--- src/rtl/span_pkg.sv ---
// Shared types and constants for the SPAN scanning-risk front end.
package span_pkg;

  localparam int unsigned NUM_SCEN_DEF = 16;
  localparam int unsigned LOSS_W       = 16;

  typedef logic signed [LOSS_W-1:0] loss_t;
  typedef logic        [LOSS_W-1:0] rate_t;

  typedef enum logic [1:0] {
    SCAN0,
    SCAN1,
    HOLD
  } scan_state_t;

  // Signed maximum of the running value and a new scenario loss.
  function automatic loss_t loss_max(input loss_t cur, input loss_t cand);
    return (cand > cur) ? cand : cur;
  endfunction

endpackage

--- src/rtl/scan_max_acc.sv ---
// Signed running-max register; restart returns it to zero so the result is clamped at 0.
module scan_max_acc
  import span_pkg::*;
(
  input  logic  clk,
  input  logic  reset,
  input  logic  restart,
  input  logic  en,
  input  loss_t loss,
  output loss_t max
);

  always_ff @(posedge clk or negedge reset) begin
    if (!reset) begin
      max <= '0;
    end else if (restart) begin
      max <= '0;
    end else if (en) begin
      max <= loss_max(max, loss);
    end
  end

endmodule

--- src/rtl/scan_risk_max.sv ---
// Scanning risk per commodity for a two-commodity SPAN pair, published as an
// atomic outrightRate pair one cycle after the final scenario of the frame.
module scan_risk_max
  import span_pkg::*;
#(
  parameter int unsigned NUM_SCEN = NUM_SCEN_DEF
) (
  input  logic  clk,
  input  logic  reset,
  input  logic  scen_valid,
  output logic  scen_ready,
  input  loss_t scen_loss,
  input  logic  scen_comm,
  input  logic  scen_last,
  input  logic  clear_err,
  output rate_t outrightRate [0:1],
  output logic  rate_valid,
  output logic  frame_err
);

  localparam int unsigned CNT_W = (NUM_SCEN > 1) ? $clog2(NUM_SCEN) : 1;
  localparam logic [CNT_W-1:0] LAST_IDX = CNT_W'(NUM_SCEN - 1);

  scan_state_t      r_state;
  scan_state_t      w_next_state;
  logic [CNT_W-1:0] r_cnt;
  logic [CNT_W-1:0] w_next_cnt;
  logic             r_ready;
  loss_t            r_shadow;
  loss_t            w_acc_max;
  loss_t            w_fold;
  logic             w_xfer;
  logic             w_cnt_last;
  logic             w_err;

  assign w_xfer     = scen_valid & r_ready;
  assign w_cnt_last = (r_cnt == LAST_IDX);
  // Final value of the current commodity including the sample on this edge.
  assign w_fold     = loss_max(w_acc_max, scen_loss);
  assign w_err      = (scen_last != w_cnt_last) || (scen_comm != (r_state == SCAN1));
  assign scen_ready = r_ready;

  scan_max_acc u_acc (
    .clk     (clk),
    .reset   (reset),
    .restart (w_xfer & w_cnt_last),
    .en      (w_xfer),
    .loss    (scen_loss),
    .max     (w_acc_max)
  );

  always_comb begin
    w_next_state = r_state;
    w_next_cnt   = r_cnt;
    case (r_state)
      SCAN0, SCAN1: begin
        if (w_xfer) begin
          w_next_cnt = w_cnt_last ? '0 : r_cnt + CNT_W'(1);
          if (w_cnt_last) begin
            w_next_state = (r_state == SCAN0) ? SCAN1 : HOLD;
          end
        end
      end
      HOLD:    w_next_state = SCAN0;
      default: w_next_state = SCAN0;
    endcase
  end

  // scen_ready is registered alongside the state so it is low exactly in HOLD.
  always_ff @(posedge clk or negedge reset) begin
    if (!reset) begin
      r_state <= SCAN0;
      r_cnt   <= '0;
      r_ready <= 1'b1;
    end else begin
      r_state <= w_next_state;
      r_cnt   <= w_next_cnt;
      r_ready <= (w_next_state != HOLD);
    end
  end

  always_ff @(posedge clk or negedge reset) begin
    if (!reset) begin
      r_shadow        <= '0;
      outrightRate[0] <= '0;
      outrightRate[1] <= '0;
      rate_valid      <= 1'b0;
      frame_err       <= 1'b0;
    end else begin
      rate_valid <= 1'b0;
      if (w_xfer && w_cnt_last) begin
        if (r_state == SCAN0) begin
          r_shadow <= w_fold;
        end else begin
          outrightRate[0] <= rate_t'(r_shadow);
          outrightRate[1] <= rate_t'(w_fold);
          rate_valid      <= 1'b1;
        end
      end
      // A new framing error takes priority over a same-cycle clear.
      if (w_xfer && w_err) begin
        frame_err <= 1'b1;
      end else if (clear_err) begin
        frame_err <= 1'b0;
      end
    end
  end

endmodule

--- config.mk ---
export PLATFORM = sky130hd
export DESIGN_NAME = scan_risk_max
export DESIGN_NICKNAME = d
export VERILOG_FILES = /design/src/rtl/span_pkg.sv /design/src/rtl/scan_max_acc.sv /design/src/rtl/scan_risk_max.sv
export SDC_FILE = /design/constraint.sdc
export NUM_CORES = 1
export LEC_CHECK = 0
export BUFFER_PORTS_ARGS = -buffer_cell sky130_fd_sc_hd__buf_2
export CORE_ASPECT_RATIO = 0.75
export CORE_MARGIN = 1.5
export CORE_UTILIZATION = 50
export DETAILED_ROUTE_END_ITERATION = 16
export PLACE_DENSITY = 0.83
export SYNTH_ARGS = -nofsm -noshare
export SYNTH_HDL_FRONTEND = slang
export SYNTH_SLANG_ARGS = --single-unit
--- constraint.sdc ---
create_clock -name clk -period 2.6 [get_ports clk]
set_input_delay 0.39 -clock clk [delete_from_list [all_inputs] [get_ports clk]]
set_output_delay 0.39 -clock clk [all_outputs]
set_load 0.03 [all_outputs]
## Word-level counts from Yosys, hierarchy flattened

Cells that the tools add are included.

| word-level totals | value |
|---|---|
| logic and storage cells | 41 |
| output and inout port bits | 35 |
| register bits after elaboration | 73 |
| input bits | 22 |

| cells by class | value |
|---|---|
| equality and inequality tests | 5 |
| multiplexer cells | 12 |
| reductions and logical operators | 10 |
| bitwise logic cells | 3 |
| magnitude comparators | 1 |
| $add $sub $neg | 1 |

Operators with widths:

| cell | count |
|---|---|
| 16-bit 2-to-1 mux | 3 |
| 16-bit greater-than comparator | 1 |
| 2-bit 2-to-1 mux | 4 |
| 2-bit AND reduction | 3 |
| 4-bit by 1-bit adder with 4-bit output, second input constant | 1 |
| 4-bit equality test, second input constant | 1 |
| 1-bit 2-to-1 mux | 4 |
| 4-bit 2-to-1 mux | 1 |
| 2-bit nonzero test | 2 |
| 1-bit AND | 2 |
| 2-bit by 1-bit equality test with 1-bit output, second input constant | 1 |
| 1-bit logical AND | 2 |
| 2-bit logical NOT | 1 |
| 1-bit inequality test | 2 |
| 2-bit inequality test, second input constant | 1 |
| 2-bit OR reduction | 1 |
| 1-bit logical OR | 1 |
| 1-bit NOT | 1 |

## Depth between registers and ports, before layout

Gate-level depths: netlist of the first run.

| depth | value |
|---|---|
| depth in word-level cells | 6 |
| mapped depth | 9 |
| depth with buffers taken out | 8 |

## By module

A second synthesis of the first run with hierarchy kept.

| unflattened totals | value |
|---|---|
| cells, all modules | 348 |
| area total of the unflattened synthesis | 3779.9 um^2 |

By module, submodules not included:

| module | area an instance (um^2) | sequential area each (um^2) | times used | cells each |
|---|---|---|---|---|
| scan_risk_max | 2710.1 | 1427.6 | 1 | 249 |
| scan_max_acc | 1069.8 | 400.4 | 1 | 99 |

## Least setup slack after synthesis of the first run

No wires, ideal clock.

| timing | value |
|---|---|
| path kind | in2reg |
| start | input scen_loss[13] |
| end | register u_acc.max[0] |
| stages on the path | 8 |
| setup time | 0.121 ns |
| data arrival time | 2.286 ns |
| path buffers | 1 |
| data required time | 2.479 ns |
| slack | 0.193 ns |
| cell sequence | ha_1 -> a21o_1 -> a211o_1 -> a211oi_1 -> a31oi_4 -> nor3b_4 -> buf_4 -> a22o_1 |

| on the way | value |
|---|---|
| longest elaborated chain between the ends | 4 |

RTL lines:

| element | RTL line | source |
|---|---|---|
| start: declaration | scan_risk_max.sv:12 | `input loss_t scen_loss,` |
| 16-bit greater-than comparator | span_pkg.sv:18 | `return (cand > cur) ? cand : cur;` |
| 16-bit 2-to-1 mux (3 in series) | -- |  |
| end signal: assignment | scan_max_acc.sv:19 | `max <= loss_max(max, loss);` |
| end: declaration | scan_max_acc.sv:10 | `output loss_t max` |

No other way between the ends. The select of a mux whose other input is x is not followed.
A chain may end at the register's enable or synchronous reset.

## Final worst setup path of the first run

| timing | value |
|---|---|
| start | register u_acc.max[13] |
| end | register outrightRate[7] (netlist name) |

| on the way | value |
|---|---|
| longest elaborated chain between the ends | 2 |

RTL lines:

| element | RTL line | source |
|---|---|---|
| 16-bit greater-than comparator | span_pkg.sv:18 |  |
| 16-bit 2-to-1 mux | -- |  |
| end: declaration | scan_risk_max.sv:16 | `output rate_t outrightRate [0:1],` |

No other way between the ends.

==> flow_summary.toml, run 1 <==
[cells_and_area]
fin_nets = 389
fin_area_sq_um = 3950
antenna_cells = 0
drive_above_1_share_pct = 29.6
area_growth_pct = 20.2
n_fill_cell = 506
fin_util_pct = 62.5
final_cell_count_no_fill = 436

[clock_tree]
cts_buffers = 9
clock_path_buffers = 2
cts.reportedPaths.clkPinSlew_ns = 0.08
clkLatencyLatePin_ns = 0.35
htreeDepth = 3
tritoncts = "yes"
hold_buffers = 0
cts_sinks = 73
root_buffer = "clkbuf_8"

[yosys]
synthesis.nets = 325
synthMuxAreaShare_pct = 10.7
synth-xor-area-share_pct = 1.07
synth-simple-area-share_pct = 8.46
syn_area_sq_um = 3280
synth-compound-area-share_pct = 14.0
synth-seq-area-share_pct = 55.7
synth_fa_ha_area_share_pct = 6.48
synth_seq_cells = 73
yosysWarnings = 0
synthCells = 286
yosysUniqueCellTypes = 33
syn_area_per_cell_sq_um = 11.5
synth_top_family_by_area = "compound AO/OA/AOI/OAI gates"

[floorplan]
core-area_sq_um = 6320
row_count = 25
die_height_um = 73.2
die_w_um = 96.6
io_pins = 57
die_area_sq_um = 7070
initial_utilization_pct = 52.0

[place]
dp.cells = 418
hpwlAfterDp_um = 4710
dp_slack_ns = -0.196
port-buffer-count = 56
place_area_sq_um = 3680
gp_congestion = 0.812

[power_and_ir_drop]
p_per_area_nw_per_um2 = 1180
p_sw_share_pct = 39.4
ir_worst_vdd_uv = 465
clock_power_share_pct = 19.3
p_int_mw = 2.82
pwr-share-seq_pct = 39.2
power.total_mw = 4.65
power.share.combinational_pct = 41.5
p_sw_mw = 1.83
p_leak_nw = 2.05

[sta]
max_freq_mhz = 406
rsz0062_at_grt = "false"
setup_ws_ns = 0.140
whs_ns = 0.0150
clock_skew_ns = 0.0113
setup_viol = 0
post-route-period-util_pct = 94.6
fin_setup_tns_ns = 0
worst_pin_slew_ns = 0.542
period_minus_slack_ns = 2.46
hold_viol_final = 0
timing.final.max_slew_violations = 0
max_slew_margin_pct = 63.8

[routing]
drc = 0
drt_iter0_drc = 118
ant_nets = 0
via_per_inst = 5.46
avgRoutedWirePerCell_um = 15.1
wirelength_um = 6560
firstDrtPassIters = 4
num_vias = 2379

[grt]
grt_pass1_vias = 2198
antenna_found_initial = 0
grt_pass1_wl_um = 10700
grt_overflow = 0
grt_max_degree = 50
grtUsageTotal_pct = 20.6

[setup_path]
critPathLaunchType = "flop"
crit_arrival_ns = 2.69
cp-end-kind = "flop"
required_ns = 2.83
cp_max_fo = 7
worstSetupPathType = "flop to flop"

[run]
max_cap_violations = 0

[outcome]
outcome = "complete, no violations"

[min_path]
hold_path_class = "input pin to asynchronous set/reset pin"
## Yosys cell counts
cell type | number | area share, %
nand4_1 | 3 | 0.57
o211ai_1 | 1 | 0.23
a211o_1 | 1 | 0.27
o311ai_1 | 1 | 0.27
a21oi_1 | 38 | 5.8
inv_1 | 18 | 2.1
and3_1 | 1 | 0.19
nand3_1 | 3 | 0.46
a211oi_1 | 1 | 0.23
a31oi_1 | 1 | 0.19
xnor2_1 | 4 | 1.1
a21o_1 | 2 | 0.46
o21a_1 | 1 | 0.23
o22ai_1 | 1 | 0.19
mux2i_1 | 16 | 4.9
nand2_1 | 7 | 0.80
nor4_1 | 2 | 0.38
nor2_1 | 38 | 4.3
a31oi_4 | 1 | 0.65
dfstp_2 | 1 | 0.80
dfrtp_1 | 72 | 55
o41ai_1 | 1 | 0.27
o21ai_0 | 4 | 0.61
nor2b_1 | 2 | 0.38
ha_1 | 17 | 6.5
nor3b_4 | 1 | 0.57
mux2_2 | 17 | 5.8
a22o_1 | 16 | 4.3
nand4_2 | 1 | 0.38
a2111o_1 | 1 | 0.34
nand2b_1 | 2 | 0.38
clkbuf_1 | 8 | 0.91
buf_4 | 3 | 0.69
## cell type report
| cell class | instances | area [sq um] | area share [%] |
|---|---|---|---|
| Clock buffer | 9 | 124 | 3.14 |
| Clock inverter | 7 | 77.6 | 1.96 |
| Inverter | 18 | 67.6 | 1.71 |
| Multi-Input combinational cell | 184 | 1370 | 34.8 |
| Sequential cell | 73 | 1830 | 46.3 |
| Tap cell | 81 | 101 | 2.57 |
| Timing Repair Buffer | 64 | 378 | 9.57 |
## worst max-delay path: stages (launching register included)
cell      delay (ns)
dfrtp_1         0.39
inv_1           0.06
ha_1            0.31
a21o_1          0.20
a211o_1         0.31
a211oi_2        0.28
a31oi_4         0.13
buf_4           0.19
mux2i_1         0.36
a21oi_1         0.12
## cells by family (layout without fill, tap and decap cells)
family                   Yosys count  count (layout)
adder cells (fa/ha/maj)           17              17
flip-flops                        73              73
multiplexers                      33              33
buffers and inverters             29              98
XOR/XNOR                           4               4
AND/OR/NAND/NOR                   60              60
AO/OA/AOI/OAI                     70              70
## what timing repair did
| item | in CTS | in global routing |
|---|---|---|
| resized for setup | 1 | 2 |
| setup buffers | 0 | 2 |
| setup endpoints to repair | 16 | 22 |
| pin swaps | 0 | 1 |
## path summary, 6_finish.rpt
kind | from | end | slack [ns] | depth (start not counted)
hold reg to reg | r_shadow[6] | outrightRate[22] | 0.50 | 1
setup reg to reg | u_acc.max[13] | outrightRate[7] | 0.14 | 9
max in group asynchronous | reset | r_shadow[6] | 1.78 | 2
min in group clk | clear_err | frame_err | 0.22 | 2
hold / removal | reset | outrightRate[16] | 0.02 | 1
setup / recovery | u_acc.max[13] | outrightRate[7] | 0.14 | 9
## layer usage
layer	routed length [um]	track usage [%]	up-vias
li1	-	-	1143
met1	3230	30.5	1160
met2	2840	28.0	68
met3	418	8.33	8
met4	76	5.31	0
met5	0	0	-
## flip-flops by register name, summed over array words and instances, names as in the netlist
name          count
outrightRate     32
r_shadow         16
u_acc.max        16
r_cnt             4
r_state           2
frame_err         1
rate_valid        1
scen_ready        1
## cell usage in the layout, fill, tap and decap left out, types with 2 or more instances in the layout
cell / synthesis / layout
dfrtp_1: 72 / 72
buf_2: 0 / 56
nor2_1: 38 / 38
a21oi_1: 38 / 38
inv_1: 18 / 18
mux2_2: 17 / 17
ha_1: 17 / 17
a22o_1: 16 / 16
mux2i_1: 16 / 16
clkbuf_8: 0 / 9
nand2_1: 7 / 7
buf_4: 3 / 5
xnor2_1: 4 / 4
o21ai_0: 4 / 4
nand3_1: 3 / 3
nand4_1: 3 / 3
buf_12: 0 / 3
nand2b_1: 2 / 2
nor2b_1: 2 / 2
a21o_1: 2 / 2
clkinv_4: 0 / 2
inv_6: 0 / 2
## power by group through the flow
stage | logic, mW | clock network [mW] | registers (mW)
2_1_floorplan | 1.11 | 0 | 2.06
3_3_place_gp | 1.78 | 0 | 1.82
3_5_place_dp | 1.84 | 0 | 1.84
4_1_cts | 1.86 | 0.919 | 1.82
5_1_grt | 2.12 | 0.974 | 1.89
6_report | 1.93 | 0.897 | 1.82
(Power assumes the default switching activity.)
==> run 2, diff against run 1 <==
--- a/config.mk
+++ b/config.mk
@@ -5,6 +5,7 @@
 export SDC_FILE = /design/constraint.sdc
 export NUM_CORES = 1
 export LEC_CHECK = 0
+export ABC_AREA = 1
 export BUFFER_PORTS_ARGS = -buffer_cell sky130_fd_sc_hd__buf_2
 export CORE_ASPECT_RATIO = 0.75
 export CORE_MARGIN = 1.5
==> constraint.sdc (replaced) <==
create_clock -name clk -period 2.8 [get_ports clk]
set_input_delay 0.42 -clock clk [delete_from_list [all_inputs] [get_ports clk]]
set_output_delay 0.42 -clock clk [all_outputs]
set_load 0.03 [all_outputs]
==> run 2 against run 1 <==
Against the previous run:
- first-iteration DRC count rose by 120%
- power rose by 5.1%
- largest power group unchanged
- global-route usage rose by 2.9 points
- clock-buffer cell count did not move
- synthesized cell count rose by 53%
- register-to-register slack improved by 0.32 ns
- wire length rose by 31%
- sequential cell count did not move
- via count rose by 31%
- critical path type unchanged
- clock power fell by 4.5%
- maximum frequency rose by 5.3%
- largest cell class unchanged
- sequential power fell by 4%
==> flow_summary.toml, run 2 <==
[outcome]
outcome = "complete, no violations"

[cells_and_area]
layout_commonest_cell = "nand2_1"
fin_util_pct = 61.4
antenna_cells = 0
fin_nets = 537
largest_register = "outrightRate"
drive_above_1_share_pct = 21.5
final_cell_count_no_fill = 601
largestRegisters = "outrightRate (32), r_shadow (16), u_acc.max (16)"
area_growth_pct = 15.8
largest_reg_flops = 32
n_fill_cell = 625
layout_common_cells = "nand2_1, dfrtp_1, buf_2"
fin_area_sq_um = 4270

[power_and_ir_drop]
pwr-share-seq_pct = 35.5
ir_worst_vdd_uv = 465
p_per_area_nw_per_um2 = 1140
p_sw_share_pct = 46.4
p_int_mw = 2.62
power.total_mw = 4.89
p_leak_nw = 2.49
clock_power_share_pct = 17.5
power.share.combinational_pct = 47.0
p_sw_mw = 2.27

[clock_tree]
cts-resized-gates = 0
cts_setup_buffers = 0
hold_buffers = 0
cts_buffers = 9
clock_path_buffers = 2
cts_sinks = 73
tritoncts = "yes"
clkLatencyLatePin_ns = 0.36
htreeDepth = 3
root_buffer = "clkbuf_8"
cts.reportedPaths.clkPinSlew_ns = 0.08

[sta]
setup_ws_ns = 0.464
whs_ns = 0.0527
hold_viol_final = 0
rsz0062_at_grt = "false"
max_slew_margin_pct = 60.2
max_freq_mhz = 428
fin_setup_tns_ns = 0
setup_viol = 0
clock_skew_ns = 0.00980
timing.final.max_slew_violations = 0
worst_pin_slew_ns = 0.597
post-route-period-util_pct = 83.4
period_minus_slack_ns = 2.34

[floorplan]
die_w_um = 102
initial_utilization_pct = 53.0
row_count = 26
die_height_um = 77.4
io_pins = 57
core-area_sq_um = 6960
die_area_sq_um = 7910

[setup_path]
cp-end-kind = "flop"
crit_chain = "inv_1 > ha_1 > a21oi_1 > o21ai_1 > a21oi_2 > nand2_1 > nand2_4 > nand3_4 > nand2_1 > nand3_1 > nand2_1"
required_ns = 3.10
critPathLaunchType = "flop"
path_common_cell = "nand2_1"
critPathMaxStageDelay_ns = 0.39
crit_slowest_cell = "dfrtp_1"
crit_arrival_ns = 2.64
worstSetupPathType = "flop to flop"
cp_max_fo = 17

[yosys]
yosysMostFrequentCell = "nand2_1"
synth_seq_cells = 73
syn_area_sq_um = 3690
ys.flop_type = "dfrtp_1"
synthCells = 439
synthesis.nets = 478
synth-seq-area-share_pct = 49.5
syn_area_per_cell_sq_um = 8.41
synth_top_cell_area_share_pct = 48.8
yosysUniqueCellTypes = 31
synth.cells.most_frequent = "nand2_1, dfrtp_1, nand3_1"
yosysWarnings = 0
yosys.area.top_type = "dfrtp_1"
synth_edf_count = 0
synth_area_leaders = "dfrtp_1, nand2_1, nand3_1"
async_reset_ff_share_pct = 100

[place]
port-buffer-count = 56
dp.cells = 585
dp_slack_ns = 0.383
gp_congestion = 0.879
place_area_sq_um = 4070
hpwlAfterDp_um = 6050

[run]
max_cap_violations = 0

[min_path]
hold_path_class = "input pin to asynchronous set/reset pin"

[grt]
grt_pass1_vias = 2954
grt_overflow = 0
grt_max_degree = 50
grt_pass1_wl_um = 14200
grtUsageTotal_pct = 23.6
antenna_found_initial = 0

[routing]
drt_iter0_drc = 255
num_vias = 3123
wirelength_um = 8590
firstDrtPassIters = 5
ant_nets = 0
drc = 0
via_per_inst = 5.20
avgRoutedWirePerCell_um = 14.3
-- run 2: cell count changes after synthesis, moves of 15 or more --
cell / previous run / this run
nand4_1: 3 / 18
a21oi_1: 38 / 8
mux2_2: 17 / 1
nand3_1: 3 / 49
a22o_1: 16 / 0
inv_1: 18 / 45
nand2_1: 7 / 170
mux2i_1: 16 / 0
nor2_1: 38 / 7
-- run 2: cells by family (layout without fill, tap and decap cells) --
logic type / Yosys count / after routing / synth area share (%)
muxes: 1 / 1 / 0.305
AOI/OAI and AO/OA: 15 / 15 / 2.24
xor gates and xnor gates: 3 / 3 / 0.712
and+or+nand+nor: 266 / 266 / 34.2
DFF: 73 / 73 / 49.5
buffers and inverters: 64 / 128 / 7.29
adders and majority gates: 17 / 17 / 5.76
-- run 2: worst max-delay path, delay by kind of cell, from the launching register on --
| family | cells | cell delay [ns] |
|---|---|---|
| AO/OA/AOI/OAI | 3 | 0.41 |
| adder cells (fa/ha/maj) | 1 | 0.29 |
| flip-flops | 1 | 0.39 |
| AND/OR/NAND/NOR | 6 | 1.08 |
| buffers and inverters | 1 | 0.10 |
-- run 2: final cells by class --
cell class / instances / area [sq um] / share of cell area, %
Clock buffer: 9 / 124 / 2.90
Sequential cell: 73 / 1830 / 42.8
Clock inverter: 7 / 80.1 / 1.87
Inverter: 50 / 188 / 4.39
Tap cell: 98 / 123 / 2.87
Timing Repair Buffer: 62 / 338 / 7.90
Multi-Input combinational cell: 302 / 1590 / 37.3
-- run 2: path summary, 6_finish.rpt --
path | startpoint | endpoint | slack, ns | cells after the start
worst max register to register | u_acc.max[15] | outrightRate[6] | 0.46 | 11
worst min register to register | r_shadow[2] | outrightRate[18] | 0.47 | 2
worst min-delay path | reset | u_acc.max[11] | 0.05 | 1
min in group clk | clear_err | frame_err | 0.27 | 2
worst max-delay path | u_acc.max[15] | outrightRate[6] | 0.46 | 11
max in group asynchronous | reset | scen_ready | 2.05 | 2
-- run 2: routing by layer --
layer / vias up / track usage (%) / wire (um)
li1: 1528 / - / -
met1: 1449 / 34.2 / 4060
met2: 129 / 33.8 / 3770
met3: 17 / 6.40 / 602
met4: 0 / 8.63 / 157
met5: - / 0 / 0
-- run 2: power groups by stage --
stage	registers, mW	logic, mW	clock network (mW)
floorplan	2.05	1.45	0
global placement	1.73	2.18	0
detailed placement	1.75	2.27	0
CTS	1.73	2.29	0.867
global route	1.79	2.54	0.913
finish	1.74	2.29	0.857
